File: src/rtl/shift_ctrl_pkg.sv
// Shared encodings for the shift-register command sequencer: operations,
// register modes and sequencer states.
package shift_ctrl_pkg;

  localparam logic [1:0] OP_LOAD  = 2'b00;
  localparam logic [1:0] OP_SHR   = 2'b01;
  localparam logic [1:0] OP_SHL   = 2'b10;
  localparam logic [1:0] OP_ROTR  = 2'b11;

  localparam logic [1:0] SEL_HOLD = 2'b00;
  localparam logic [1:0] SEL_SHR  = 2'b01;
  localparam logic [1:0] SEL_SHL  = 2'b10;
  localparam logic [1:0] SEL_LOAD = 2'b11;

  typedef enum logic {
    ST_IDLE = 1'b0,
    ST_RUN  = 1'b1
  } state_t;

endpackage

File: src/rtl/shift_cnt.sv
// Loadable down counter; 'last' flags the final cycle of a command (count == 1).
module shift_cnt #(
  parameter int CW = 3
) (
  input  logic          clk,
  input  logic          reset_n,
  input  logic          load,
  input  logic [CW-1:0] load_val,
  input  logic          dec,
  output logic          last
);

  localparam logic [CW-1:0] ONE = {{(CW-1){1'b0}}, 1'b1};

  logic [CW-1:0] cnt_q;
  logic [CW-1:0] cnt_d;

  always_comb begin
    cnt_d = cnt_q;
    if (load) begin
      cnt_d = load_val;
    end else if (dec && (cnt_q != '0)) begin
      cnt_d = cnt_q - ONE;
    end
  end

  always_ff @(posedge clk or negedge reset_n) begin
    if (!reset_n) begin
      cnt_q <= '0;
    end else begin
      cnt_q <= cnt_d;
    end
  end

  assign last = (cnt_q == ONE);

endmodule

File: src/rtl/shift_reg_ctrl.sv
// Command sequencer for a universal shift register: accepts one command over
// a valid/ready handshake, holds the register mode for the commanded cycles,
// then pulses done.
module shift_reg_ctrl
  import shift_ctrl_pkg::*;
#(
  parameter int N  = 4,
  parameter int CW = 3
) (
  input  logic          clk,
  input  logic          reset_n,
  input  logic          cmd_valid,
  output logic          cmd_ready,
  input  logic [1:0]    cmd_op,
  input  logic [N-1:0]  cmd_data,
  input  logic [CW-1:0] cmd_count,
  input  logic          cmd_fill,
  input  logic [N-1:0]  q_in,
  output logic [1:0]    sel,
  output logic [N-1:0]  I,
  output logic          MSB,
  output logic          LSB,
  output logic          busy,
  output logic          done,
  output logic          dbg_state
);

  // Handshake: a command transfers on a rising edge where cmd_valid and
  // cmd_ready are both high; cmd_ready is high exactly when the FSM is idle,
  // and the requester must hold cmd_valid and the command fields until then.

  localparam logic [CW-1:0] ONE = {{(CW-1){1'b0}}, 1'b1};

  state_t        state_q, state_d;
  logic [1:0]    sel_q, sel_d;
  logic [1:0]    op_q, op_d;
  logic [N-1:0]  i_q, i_d;
  logic          msb_q, msb_d;
  logic          lsb_q, lsb_d;
  logic          done_q, done_d;
  logic          cnt_load;
  logic [CW-1:0] cnt_val;
  logic          cnt_last;
  logic          q_unused;

  // Only the LSB of the register is needed, to close the rotate loop.
  assign q_unused = ^q_in[N-1:1];

  shift_cnt #(.CW(CW)) u_cnt (
    .clk      (clk),
    .reset_n  (reset_n),
    .load     (cnt_load),
    .load_val (cnt_val),
    .dec      (state_q == ST_RUN),
    .last     (cnt_last)
  );

  always_comb begin
    state_d  = state_q;
    sel_d    = sel_q;
    op_d     = op_q;
    i_d      = i_q;
    msb_d    = msb_q;
    lsb_d    = lsb_q;
    done_d   = 1'b0;
    cnt_load = 1'b0;
    cnt_val  = cmd_count;
    case (state_q)
      ST_IDLE: begin
        if (cmd_valid) begin
          op_d = cmd_op;
          if (cmd_op == OP_LOAD) begin
            sel_d    = SEL_LOAD;
            i_d      = cmd_data;
            cnt_val  = ONE;
            cnt_load = 1'b1;
            state_d  = ST_RUN;
          end else if (cmd_count == '0) begin
            // Zero-length shift: nothing for the register to do.
            done_d = 1'b1;
          end else begin
            cnt_load = 1'b1;
            state_d  = ST_RUN;
            case (cmd_op)
              OP_SHR: begin
                sel_d = SEL_SHR;
                msb_d = cmd_fill;
              end
              OP_SHL: begin
                sel_d = SEL_SHL;
                lsb_d = cmd_fill;
              end
              default: sel_d = SEL_SHR;
            endcase
          end
        end
      end
      ST_RUN: begin
        // Remember the last rotate feedback bit so MSB holds it once idle.
        if (op_q == OP_ROTR) begin
          msb_d = q_in[0];
        end
        if (cnt_last) begin
          sel_d   = SEL_HOLD;
          state_d = ST_IDLE;
          done_d  = 1'b1;
        end
      end
      default: state_d = ST_IDLE;
    endcase
  end

  always_ff @(posedge clk or negedge reset_n) begin
    if (!reset_n) begin
      state_q <= ST_IDLE;
      sel_q   <= SEL_HOLD;
      op_q    <= OP_LOAD;
      i_q     <= '0;
      msb_q   <= 1'b0;
      lsb_q   <= 1'b0;
      done_q  <= 1'b0;
    end else begin
      state_q <= state_d;
      sel_q   <= sel_d;
      op_q    <= op_d;
      i_q     <= i_d;
      msb_q   <= msb_d;
      lsb_q   <= lsb_d;
      done_q  <= done_d;
    end
  end

  assign sel       = sel_q;
  assign I         = i_q;
  assign LSB       = lsb_q;
  assign MSB       = ((state_q == ST_RUN) && (op_q == OP_ROTR)) ? q_in[0] : msb_q;
  assign busy      = (state_q == ST_RUN);
  assign cmd_ready = (state_q == ST_IDLE);
  assign done      = done_q;
  assign dbg_state = (state_q == ST_RUN);

endmodule

File: config.mk
export PLATFORM = sky130hd
export DESIGN_NAME = shift_reg_ctrl
export DESIGN_NICKNAME = d
export VERILOG_FILES = /design/src/rtl/shift_ctrl_pkg.sv /design/src/rtl/shift_cnt.sv /design/src/rtl/shift_reg_ctrl.sv
export SDC_FILE = /design/constraint.sdc
export NUM_CORES = 1
export LEC_CHECK = 0
export ABC_AREA = 1
export CAP_MARGIN = 20
export CORE_MARGIN = 4
export CORE_UTILIZATION = 30
export DETAILED_ROUTE_END_ITERATION = 8
export GPL_ROUTABILITY_DRIVEN = 0
export HOLD_SLACK_MARGIN = 0.05
export SLEW_MARGIN = 20
export SYNTH_ARGS = -nofsm -noshare
export SYNTH_HDL_FRONTEND = slang
export SYNTH_SLANG_ARGS = --single-unit
File: constraint.sdc
create_clock -name clk -period 2.4 [get_ports clk]
set_clock_uncertainty 0.1 [all_clocks]
set_input_delay 0.48 -clock clk [delete_from_list [all_inputs] [get_ports clk]]
set_output_delay 0.48 -clock clk [all_outputs]
set_load 0.005 [all_outputs]
==> qor.csv <==
stage,metric,value,unit
logic_synthesis,Seq cells post-synth,15,
layout,Final nets,160,
routing,1st-iter DRT viols,14,
logic_synthesis,Synth area leader,dfrtp_1,
floorplanning,Die X,61.3,um
sta,Worst slew margin,55.0,%
sta,Tcrit/Tclk final,91.3,%
layout,fill cell count,276,
clock_tree,Hold Buf Count CTS,0,
logic_synthesis,Cells after Synth,111,
clock_tree,clock slew at reported path FFs,90,ps
logic_synthesis,count of different cell masters after synthesis,19,
status,outcome,"finished, final reports clean",
power,P_sw,0.481,mW
power,maximum VDD drop,0.556,mV
floorplanning,IO Pins,29,
routing,antenna-violating nets left,0,
place,Place WS,217,ps
critical_path,crit path max fanout,2,
power,Comb pwr share,54.6,%
sta,worst hold slack,391,ps
sta,Slew Limit Fails,0,
logic_synthesis,Synth Area per Inst,7.67,um2
logic_synthesis,synthesized area,851,um2
logic_synthesis,Yosys Warn Count,0,
sta,Final setup viols,0,
power,Pint,0.793,mW
floorplanning,die footprint,0.00375,mm2
hold_path,hold path start,I[1],
floorplanning,Initial Utilization,31.1,%
sta,Achievable Freq,457,MHz
critical_path,Setup crit end kind,output pin,
power,switching portion of total power,37.8,%
floorplanning,CORE AREA,0.00273,mm2
power,Final Power,1.27,mW
logic_synthesis,register area share after synthesis,44.1,%
clock_tree,Post-CTS Repair Setup Buffers,0,
clock_tree,Max clock buf depth,2,
critical_path,crit path kind,input pin to output pin,
routing,via/cell ratio,4.37,
global_route,first-pass GRT wire length,2970,um
clock_tree,root buffer cell,clkbuf_4,
layout,Multi-input gate area,393,um2
critical_path,CP arrival,1610,ps
hold_path,Hold Path Sink,I[1],
critical_path,CP Launch Point,q_in[0],
critical_path,Startpoint Class,input pin,
layout,area occupied by registers,375,um2
routing,Remaining DRCs,0,
power,Cell Pwr Density,1100,mW/mm2
global_route,vias in the first global route,705,
job,max capacitance violation total,0,
power,Pleak,0.610,nW
sta,RSZ-0062 raised after global routing,no,
place,port buffer count,25,
sta,Final WS setup,210,ps
layout,"most common cell after layout, fill and taps aside",nand2_1,
clock_tree,post-CTS sizing,0,
critical_path,r2r endpoint,u_cnt.cnt_q[1],
floorplanning,Rows,19,
logic_synthesis,synthesized netlist net count,131,
routing,drt total wl,1840,um
layout,post-layout util,42.2,%
sta,Slew @ Worst Pin,674,ps
floorplanning,Die Y,61.3,um
power,Flop pwr share,34.3,%
global_route,initial antenna violation count,0,
routing,DRT Pass-1 Iters,4,
layout,"commonest non-fill, non-tap cells in the layout","nand2_1 (43), clkdlybuf4s50_1 (25), dfrtp_1 (15), inv_1 (15), nand3_1 (9)",
place,detailed placement HPWL,1520,um
global_route,GR Overflow Total,0,
layout,share of post-route cells with drive strength above 1,10.8,%
clock_tree,Inserted Clock Buffers,3,
sta,Final Hold Vio Count,0,
critical_path,reg2reg setup slack,1100,ps
hold_path,min-delay worst type,flop to flop,
critical_path,RR Startpoint,busy,
routing,Routed WL per cell,10.8,um
clock_tree,Skew-Pair Late Insertion Delay,280,ps
global_route,largest net degree at the start of global routing,16,
power,Clk pwr share,11.1,%
routing,Vias,743,
clock_tree,H-Tree Depth,1,
clock_tree,TritonCTS clock tree,done,
sta,total negative slack,0,ps
layout,area grow syn2layout,35.7,%
hold_path,Hold Path Stages,2,
critical_path,WP data required,1820,ps
clock_tree,Num Clock Sinks,15,
logic_synthesis,top cell type's share of synthesized area,44.1,%
sta,Final min period,2190,ps
logic_synthesis,top post-synthesis cells by area,"dfrtp_1 (44%), nand2_1 (19%), inv_1 (6.6%), nand3_1 (5.3%), ha_1 (4.4%)",
global_route,GRT Util Overall,10.9,%
layout,ant diodes,0,
critical_path,worst-case reg-to-reg path depth,7,
==> cell type report <==
cell class                      count  share of cell area, %
Multi-Input combinational cell     77                   34.0
Sequential cell                    15                   32.5
Timing Repair Buffer               26                   22.3
Inverter                           17                   5.53
Tap cell                           31                   3.36
Clock buffer                        4                   2.28
==> metrics by stage <==
stage	instances	cell area [um2]
global route	170	1150
floorplan	111	851
detailed placement	166	1130
finish	170	1150
CTS	170	1150
global placement	166	1130
==> state kept, by name, indices dropped and copies added (netlist names) <==
| name | flops |
|---|---|
| LSB | 1 |
| I | 4 |
| u_cnt.cnt_q | 3 |
| op_q | 2 |
| done | 1 |
| busy | 1 |
| sel | 2 |
| msb_q | 1 |
==> cells in the mapped netlist (all sizes together) <==
master / number
mux2: 1
buf: 2
nand4: 2
dfrtp: 15
ha: 3
nand2: 46
o21ai: 8
nor2: 6
inv: 17
nand3: 10
a21oi: 1
==> worst max-delay path, cell delays in order <==
cell and delay [ps]:
clkdlybuf4s50_1 420, mux2_2 270, clkdlybuf4s50_1 440
==> metal layers <==
| metal | up-vias | GRT usage [%] | wire length (um) |
|---|---|---|---|
| met5 | - | 0 | 0 |
| met4 | 0 | 3.72 | 17 |
| met3 | 2 | 4.82 | 132 |
| met2 | 26 | 17.7 | 862 |
| met1 | 320 | 12.7 | 831 |
| li1 | 395 | - | - |
==> worst max path at each step <==
stage                     endpoint  slack, ps  cells past startpoint
after global routing           MSB        120                      4
final                          MSB        210                      3
after detailed placement       MSB        220                      3
after global placement         MSB        220                      3
after floorplan                MSB        770                      4
after CTS                      MSB        190                      4
==> power by group through the flow <==
stage               combinational [mW]  sequential, mW  clock, mW
CTS                              0.713           0.440      0.149
global route                     0.791           0.452      0.157
finish                           0.695           0.437      0.142
detailed placement               0.710           0.443          0
global placement                 0.695           0.439          0
floorplan                        0.415           0.442          0
==> cells by family after synthesis <==
logic type               Yosys count  share of synthesized area, %
AO/OA/AOI/OAI                      9                          5.29
adder cells (fa/ha/maj)            3                          4.41
buffers and inverters             19                          9.71
flip-flops                        15                          44.1
multiplexers                       1                          1.32
AND/OR/NAND/NOR                   64                          35.1
Power figures use the tool's default switching activity.
